File: src/rtl/card_pkg.sv
// ============================================================================
// Module  : card_pkg
// Brief   : Shared sizes, colour type and loader state encoding for the card
//           sprite controller. Optional feature macro: CARD_MIRROR_EN.
// Revision: 1.0 - initial release
// ============================================================================
`default_nettype none

package card_pkg;

    localparam int CARD_W  = 16;
    localparam int CARD_H  = 32;
    localparam int ADDR_W  = 9;
    localparam int COLOR_W = 3;

    typedef logic [COLOR_W-1:0] color_t;

    typedef enum logic [1:0] {
        IDLE  = 2'd0,
        WRITE = 2'd1,
        ACK   = 2'd2,
        HOLD  = 2'd3
    } ld_state_t;

endpackage

`default_nettype wire

File: src/rtl/card_window.sv
// ============================================================================
// Module  : card_window
// Brief   : Combinational card-window hit test and sprite RAM read address.
//           CARD_MIRROR_EN adds card_flip for a 180-degree rotated card.
// Revision: 1.0 - initial release
// ============================================================================
`default_nettype none

module card_window #(
    parameter int CARD_W = card_pkg::CARD_W,
    parameter int CARD_H = card_pkg::CARD_H
) (
    input  logic [8:0]                  hcount,
    input  logic [7:0]                  vcount,
    input  logic                        active,
    input  logic [7:0]                  card_x,
    input  logic [7:0]                  card_y,
    input  logic                        card_show,
`ifdef CARD_MIRROR_EN
    input  logic                        card_flip,
`endif
    output logic                        in_win,
    output logic [card_pkg::ADDR_W-1:0] raddr
);

    import card_pkg::*;

    localparam int XW = $clog2(CARD_W);
    localparam int YW = $clog2(CARD_H);

    logic [9:0]    w_dx;
    logic [9:0]    w_dy;
    logic [XW-1:0] w_col;
    logic [YW-1:0] w_row;

    // Ten-bit differences: a card origin right of / below the beam wraps to a
    // large value and therefore fails the range test instead of aliasing.
    assign w_dx = {1'b0, hcount} - {2'b00, card_x};
    assign w_dy = {2'b00, vcount} - {2'b00, card_y};

    assign in_win = active & card_show
                  & (w_dx < 10'(CARD_W))
                  & (w_dy < 10'(CARD_H));

`ifdef CARD_MIRROR_EN
    // Both dimensions are powers of two, so SIZE-1-d is the bitwise inverse.
    assign w_col = card_flip ? ~w_dx[XW-1:0] : w_dx[XW-1:0];
    assign w_row = card_flip ? ~w_dy[YW-1:0] : w_dy[YW-1:0];
`else
    assign w_col = w_dx[XW-1:0];
    assign w_row = w_dy[YW-1:0];
`endif

    assign raddr = {w_row, w_col};

endmodule

`default_nettype wire

File: src/rtl/card_sprite_ctrl.sv
// ============================================================================
// Module  : card_sprite_ctrl
// Brief   : Card sprite RAM controller: per-pixel fetch for the VGA beam plus
//           a req/ack loader write port. Optional macro: CARD_MIRROR_EN.
// Revision: 1.0 - initial release
// ============================================================================
`default_nettype none

module card_sprite_ctrl #(
    parameter int         CARD_W = card_pkg::CARD_W,
    parameter int         CARD_H = card_pkg::CARD_H,
    parameter logic [2:0] TRANSP = 3'b000
) (
    input  logic                         clock,
    input  logic                         reset,
    input  logic [8:0]                   hcount,
    input  logic [7:0]                   vcount,
    input  logic                         active,
    input  logic [7:0]                   card_x,
    input  logic [7:0]                   card_y,
    input  logic                         card_show,
`ifdef CARD_MIRROR_EN
    input  logic                         card_flip,
`endif
    input  logic                         ld_req,
    input  logic [card_pkg::ADDR_W-1:0]  ld_addr,
    input  logic [card_pkg::COLOR_W-1:0] ld_data,
    output logic                         ld_ack,
    output logic                         mem_we,
    output logic                         mem_re,
    output logic [card_pkg::ADDR_W-1:0]  mem_waddr,
    output logic [card_pkg::ADDR_W-1:0]  mem_raddr,
    output logic [card_pkg::COLOR_W-1:0] mem_wdata,
    input  logic [card_pkg::COLOR_W-1:0] mem_rdata,
    output logic                         pix_hit,
    output logic [card_pkg::COLOR_W-1:0] pix_color
);

    import card_pkg::*;

    ld_state_t         r_state;
    ld_state_t         w_next_state;
    logic              w_in_win;
    logic [ADDR_W-1:0] w_raddr;
    logic [ADDR_W-1:0] r_waddr;
    color_t            r_wdata;
    logic              r_hit_d;
    logic              w_ld_accept;

    card_window #(
        .CARD_W    (CARD_W),
        .CARD_H    (CARD_H)
    ) u_window (
        .hcount    (hcount),
        .vcount    (vcount),
        .active    (active),
        .card_x    (card_x),
        .card_y    (card_y),
        .card_show (card_show),
`ifdef CARD_MIRROR_EN
        .card_flip (card_flip),
`endif
        .in_win    (w_in_win),
        .raddr     (w_raddr)
    );

    // The beam fetch owns the RAM: a write may only start while the window is shut.
    assign w_ld_accept = (r_state == IDLE) && ld_req && !w_in_win;

    always_ff @(posedge clock) begin
        if (reset) begin
            r_state <= IDLE;
        end else begin
            r_state <= w_next_state;
        end
    end

    always_comb begin
        w_next_state = r_state;
        case (r_state)
            IDLE:    if (w_ld_accept) w_next_state = WRITE;
            WRITE:   w_next_state = ACK;
            ACK:     w_next_state = HOLD;
            HOLD:    if (!ld_req) w_next_state = IDLE;
            default: w_next_state = IDLE;
        endcase
    end

    always_comb begin
        mem_we = 1'b0;
        ld_ack = 1'b0;
        case (r_state)
            WRITE:   mem_we = 1'b1;
            ACK:     ld_ack = 1'b1;
            default: ;
        endcase
    end

    always_ff @(posedge clock) begin
        if (reset) begin
            r_waddr <= '0;
            r_wdata <= '0;
        end else if (w_ld_accept) begin
            r_waddr <= ld_addr;
            r_wdata <= ld_data;
        end
    end

    // Tracks the RAM's one-cycle read latency so hit lines up with mem_rdata.
    always_ff @(posedge clock) begin
        if (reset) begin
            r_hit_d <= 1'b0;
        end else begin
            r_hit_d <= w_in_win;
        end
    end

    assign mem_re    = w_in_win;
    assign mem_raddr = w_raddr;
    assign mem_waddr = r_waddr;
    assign mem_wdata = r_wdata;

    assign pix_hit   = r_hit_d && (mem_rdata != TRANSP);
    assign pix_color = pix_hit ? mem_rdata : '0;

endmodule

`default_nettype wire

File: config.mk
export PLATFORM = sky130hd
export DESIGN_NAME = card_sprite_ctrl
export DESIGN_NICKNAME = d
export VERILOG_FILES = /design/src/rtl/card_pkg.sv /design/src/rtl/card_window.sv /design/src/rtl/card_sprite_ctrl.sv
export SDC_FILE = /design/constraint.sdc
export NUM_CORES = 1
export LEC_CHECK = 0
export ABC_AREA = 1
export ABC_CLOCK_PERIOD_IN_PS = 2300
export CORE_MARGIN = 2
export CORE_UTILIZATION = 30
export CTS_CLUSTER_SIZE = 14
export DETAILED_ROUTE_END_ITERATION = 16
export PLACE_DENSITY = 0.63
export SYNTH_ARGS = -nofsm -noshare
export SYNTH_HDL_FRONTEND = slang
export SYNTH_SLANG_ARGS = --single-unit
export TNS_END_PERCENT = 1
File: constraint.sdc
create_clock -name clock -period 2.3 [get_ports clock]
set_input_delay 0.23 -clock clock [delete_from_list [all_inputs] [get_ports clock]]
set_output_delay 0.23 -clock clock [all_outputs]
set_load 0.02 [all_outputs]
==> results of run 1 <==
repair_timing:
action,CTS,global route
setup buffers,0,8
hold endpoints to repair,0,0
setup endpoints to repair,20,20
resized for setup,12,65
cloned,0,0
pin swaps,1,25
report_power, final:
group,switching (mW),internal [mW],leakage (nW)
sequential,0.0390,0.313,0.123
clock,0.0952,0.120,0.0255
combinational,0.479,0.480,1.41
cell families (layout without fill, tap and decap cells):
kind of cell / count (synthesis) / count (layout) / share of synthesized area [%]
AOI/OAI and AO/OA: 26 / 26 / 8.592
xor gates and xnor gates: 5 / 5 / 2.709
adders and majority gates: 23 / 23 / 18.73
buffers and inverters: 63 / 178 / 15.32
DFF: 15 / 15 / 18.58
and+or+nand+nor: 138 / 138 / 36.07
worst min-delay path: stages (launching register included):
cell and delay [ns]:
dfxtp_1 0.31, nand2_1 0.06, a21oi_1 0.05
cells in the mapped netlist, types with 2 or more instances:
library cell	count
nor2_1	21
nand3b_1	2
nand4_1	3
a21oi_1	22
nand3_1	28
nand2_2	2
xor2_1	4
fa_1	2
nand2_1	80
ha_1	21
dfxtp_1	15
inv_1	59
layout make-up:
class                   instances  share of cell area [%]
inverters                      59                   7.233
repair buffers                115                   35.59
multi-input cells             192                   42.99
clock inverters                 1                  0.1635
clock buffers                   3                   1.349
well taps                      70                   2.861
flip-flops and latches         15                   9.808
routing by layer:
| metal | wire, µm | part of all wire (%) | vias to the layer above | GRT usage [%] |
|---|---|---|---|---|
| met3 | 191 | 3.9 | 3 | 2.791 |
| met2 | 2440 | 50 | 43 | 24.09 |
| met5 | 0 | 0 | - | 0 |
| met4 | 12 | 0.25 | 0 | 1.607 |
| li1 | - | - | 1063 | - |
| met1 | 2207 | 45 | 884 | 19.40 |
registers in the layout, indices dropped and copies added, names as in the netlist:
register	cells
mem_wdata	3
mem_waddr	9
r_hit_d	1
r_state	2
path summary, 6_finish.rpt:
kind / to / startpoint / cells after the start / slack [ns]
worst min-delay path: mem_waddr[7] / mem_waddr[7] / 2 / 0.46
worst min register to register: mem_waddr[7] / mem_waddr[7] / 2 / 0.46
worst max register to register: mem_wdata[1] / r_state[0] / 8 / 0.67
worst max-delay path: mem_re / card_x[6] / 14 / 0.10
==> flow_summary_export.csv, run 1 <==
group,metric,value,unit
placement,dp_hpwl,3.649,mm
clock_network,cts_tree,"done",
synthesis,synthFlopType,"dfxtp_1",
layout,num-nets-final,462,
job,maxCapViolCount,0,
min_path,hp-class,"reg2reg",
timing,timing.hold.ws,0.4608,ns
pwr,powerDensity,498.7,nW/µm²
timing,timing.final.hold_violations,0,
timing,setup_ws,0.1040,ns
floorplan,initial_utilization,31.45,%
layout,multi_input_area,1316,µm²
timing,period_share,95.48,%
synthesis,synthArstFlopShare,0,%
drt,first_pass_iters,5,
clock_network,cts.path.max_buffers,2,
synthesis,yosys_warnings,0,
synthesis,synth-edff-count,0,
drt,vias,1993,
layout,area_delta_synth_final,89.40,%
synthesis,ys_types,23,
drt,via_per_inst,4.380,
synthesis,yosysTopAreaCellShare,18.58,%
synthesis,synth_nets,346,
clock_network,cts-root-buf,"clkbuf_8",
setup_path,critPathKind,"in2out",
setup_path,slowest_delay,0.47,ns
setup_path,crit_path_top_delay_cell,"clkdlybuf4s50_1",
floorplan,num_io_pins,81,
synthesis,synthCells,270,
layout,final_common_cell,"nand2_1",
global_route,grt.overflow.total,0,
setup_path,cp_top_family,"simple AND/OR/NAND/NOR gates",
placement,gp_congestion,0.7703,
synthesis,ys_seq_area_share,18.58,%
timing,fmax,0.4554,GHz
layout,nFillCells,490,
drt,wirelength,4.851,mm
synthesis,synth_seq_cells,15,
clock_network,cts_inserted_buffers,3,
pwr,power,1.527,mW
timing,setup_violations,0,
layout,post-route-util,59.57,%
pwr,max-vdd-ir-drop,0.3661,mV
clock_network,cts_sinks,15,
layout,fin_area,3062,µm²
timing,clock_skew,0.001503,ns
clock_network,clock_latency,0.25,ns
clock_network,cts-htree-levels,1,
synthesis,avgSynthCellArea,5.987,µm²
timing,finalCriticalPeriod,2.196,ns
global_route,grt_pass1_vias,1762,
layout,stdcell_count,455,
setup_path,cp-end-kind,"output pin",
drt,drtIter0Drc,112,
status,outcome,"completed",
setup_path,cp.required,2.07,ns
setup_path,path_cells,"clkdlybuf4s50_1 > inv_1 > ha_4 > nand2_2 > nor2_1 > nand2_1 > nand3_1 > nand2_1 > nor2_1 > nand2_1 > nor2_2 > nand2_2 > inv_2 > buf_6",
drt,drc,0,
global_route,grt_usage,14.25,%
layout,antenna_cells,0,
synthesis,syn_area,1617,µm²
clock_network,path_clk_slew,0.06,ns
timing,tightest_slew,0.6341,ns
placement,port_buffers,80,
placement,dp.cells,443,
global_route,grt_pass1_wl,7.265,mm
pwr,power.leakage,1.554,nW
setup_path,start_kind,"input pin",
layout,mostFrequentLayoutCells,"nand2_1, clkdlybuf4s50_1, inv_1, buf_4, nand3_1",
setup_path,cp_data_arrival_time,1.97,ns
synthesis,synth_area_leaders,"dfxtp_1, nand2_1, ha_1",
timing,finalSetupTns,0,ns
drt,final_antenna_net_count,0,
floorplan,die_x,77.41,µm
drt,wl_per_cell,10.66,µm
layout,regArea,300.3,µm²
setup_path,crit_top_cell,"nand2_1",
placement,dp_slack,-0.5945,ns
global_route,antenna_found_initial,0,
timing,relSlewSlack,57.60,%
floorplan,rows,26,
synthesis,yosys.area.top_type,"dfxtp_1",
floorplan,core-area,5140,µm²
placement,placed_area,2681,µm²
setup_path,path_buf_inv,4,
floorplan,die_y,77.41,µm
timing,slew_violations,0,
floorplan,die-area,5992,µm²
global_route,grt_max_degree,15,
clock_network,ctsHoldBuffers,0,
layout,final_layout_size_suffix_gt1_share,23.90,%
setup_path,critical_path.max_fanout,4,
Power figures use the tool's default switching activity.
==> run 2: changes to the inputs <==
--- a/config.mk
+++ b/config.mk
@@ -12,6 +12,7 @@
 export CTS_CLUSTER_SIZE = 14
 export DETAILED_ROUTE_END_ITERATION = 16
 export PLACE_DENSITY = 0.63
+export SKIP_LAST_GASP = 1
 export SYNTH_ARGS = -nofsm -noshare
 export SYNTH_HDL_FRONTEND = slang
 export SYNTH_SLANG_ARGS = --single-unit
==> run 2 against run 1 <==
Net effect:
- the flow now finishes with violations (setup timing)
- clock-buffer cell count unchanged
- global-route usage about the same
- utilization decreased by 6.4 points
- combinational power decreased by 11%
- setup slack got worse by 0.24 ns
- clock power about the same
- clock skew decreased by 0.00073 ns
- final cell count decreased by 1.8%
- cell area decreased by 11%
- power decreased by 6.8%
- fmax decreased by 9.9%
- highest routed layer unchanged
==> flow_summary_export.csv, run 2 (synthesis gave the netlist of run 1 again) <==
group,metric,value,unit
placement,port_buffers,80,
drt,final_antenna_net_count,0,
layout,area_delta_synth_final,69.19,%
global_route,grt_pass1_wl,7.245,mm
setup_path,reg2reg_depth,8,
job,maxCapViolCount,0,
pwr,max-vdd-ir-drop,0.3593,mV
timing,relSlewSlack,63.97,%
floorplan,rows,26,
drt,vias,1892,
timing,finalCriticalPeriod,2.437,ns
pwr,power.leakage,1.435,nW
floorplan,die-area,5992,µm²
global_route,grt_usage,14.20,%
timing,slew_violations,0,
setup_path,critPathKind,"in2out",
clock_network,cts_inserted_buffers,3,
placement,dp.cells,443,
min_path,hp-class,"reg2reg",
drt,wl_per_cell,9.461,µm
clock_network,cts_sinks,15,
timing,period_share,106.0,%
layout,final_layout_size_suffix_gt1_share,10.61,%
drt,first_pass_iters,4,
setup_path,r2r-end,"mem_waddr[1]",
layout,largest_reg_flops,9,
floorplan,core-area,5140,µm²
floorplan,die_x,77.41,µm
global_route,antenna_found_initial,0,
clock_network,path_clk_slew,0.06,ns
clock_network,cts.path.max_buffers,2,
layout,antenna_cells,0,
min_path,holdPathEnd,"mem_waddr[0]",
drt,drc,0,
clock_network,clock_latency,0.25,ns
floorplan,initial_utilization,31.45,%
layout,stdcell_count,447,
setup_path,cp.required,2.07,ns
clock_network,cts-root-buf,"clkbuf_8",
drt,wirelength,4.229,mm
setup_path,regToRegSetupSlack,0.73,ns
setup_path,rr_startpoint,"r_state[0]",
pwr,powerDensity,520.3,nW/µm²
clock_network,ctsHoldBuffers,0,
timing,setup_ws,-0.1370,ns
placement,gp_congestion,0.7703,
global_route,grt_max_degree,15,
setup_path,cp-end-kind,"output pin",
setup_path,start_kind,"input pin",
clock_network,cts_setup_buffers,0,
timing,setup_violations,14,
timing,fmax,0.4103,GHz
layout,fin_area,2735,µm²
timing,rsz0062_at_grt,"yes",
floorplan,die_y,77.41,µm
layout,final_common_cell,"nand2_1",
min_path,hold_depth,2,
timing,timing.final.hold_violations,0,
timing,clock_skew,0.0007775,ns
setup_path,cp_data_arrival_time,2.21,ns
timing,tightest_slew,0.5387,ns
placement,dp_hpwl,3.649,mm
clock_network,cts_tree,"done",
placement,dp_slack,-0.5945,ns
global_route,grt.overflow.total,0,
status,violations,"setup timing",
global_route,grt_pass1_vias,1746,
layout,mostFrequentLayoutCells,"nand2_1, clkdlybuf4s50_1, inv_1, nand3_1, buf_4",
setup_path,critical_path.max_fanout,2,
placement,placed_area,2681,µm²
min_path,hold_path.startpoint,"mem_waddr[0]",
status,outcome,"complete, but fails checks",
clock_network,cts-htree-levels,1,
layout,num-nets-final,454,
drt,via_per_inst,4.233,
floorplan,num_io_pins,81,
drt,drtIter0Drc,76,
[run 2: cell count changes in the layout (fill, tap and decap cells not counted), moves of 5 or more]
cell,delta
ha_1,+12
inv_1,+7
nand3_1,+5
inv_2,-7
buf_4,-7
a21oi_2,-10
dlymetal6s2s_1,-8
nand3_2,-5
ha_4,-11
a21oi_1,+10
clkdlybuf4s50_1,+10
[run 2: worst max path at each step]
| stage | startpoint | to | slack, ns | cells past startpoint |
|---|---|---|---|---|
| 3_5_place_dp | card_x[0] | mem_re | -0.59 | 16 |
| 2_1_floorplan | hcount[0] | mem_re | 0.22 | 16 |
| 5_1_grt | vcount[0] | mem_re | -0.29 | 14 |
| 4_1_cts | card_x[0] | mem_re | -0.24 | 16 |
| 3_3_place_gp | card_x[0] | mem_re | -0.58 | 16 |
| 6_report | vcount[0] | mem_raddr[6] | -0.14 | 7 |
[run 2: timing repair]
| item | 4_1_cts | 5_1_grt |
|---|---|---|
| endpoints found under the setup margin | 20 | 21 |
| pin swaps | 0 | 0 |
| gates cloned | 0 | 0 |
| resized for setup | 5 | 6 |
[run 2: metrics by stage]
step	power (mW)	TNS [ns]	hold WS, ns	utilization, %
finish	1.423	-0.5420	0.4595	53.21
global route	1.544	-4.185	0.4924	53.21
CTS	1.428	-1.976	0.4620	53.04
detailed placement	1.212	-6.497	0.4521	52.17
global placement	1.202	-6.063	0.4470	52.17
floorplan	0.8335	0	0.2924	-
[run 2: area by class of cell]
cell class | instances | area [µm²]
clock buffer | 3 | 41.29
clock inverter | 1 | 5.005
fill | 541 | 2405
inverter | 59 | 221.5
multi-input combinational | 192 | 1077
sequential | 15 | 300.3
tap | 70 | 87.58
timing repair buffer | 107 | 1002
[run 2: layer usage]
layer | vias to the layer above | share of wire, % | track usage (%) | routed length [µm]
li1 | 1045 | - | - | -
met1 | 794 | 48 | 19.40 | 2019
met2 | 50 | 47 | 23.91 | 1990
met3 | 3 | 4.9 | 2.791 | 209
met4 | 0 | 0.21 | 1.607 | 9
met5 | - | 0 | 0 | 0
[run 2: critical path: stages]
cell and delay, ns:
clkdlybuf4s50_1 0.46, inv_1 0.04, ha_1 0.21, fa_1 0.39, buf_4 0.15, xnor2_1 0.12, clkdlybuf4s50_1 0.62
[run 2: power by group]
group | switching, mW | internal, mW
registers | 0.0375 | 0.313
logic | 0.429 | 0.428
clock network | 0.0947 | 0.120
total | 0.562 | 0.862
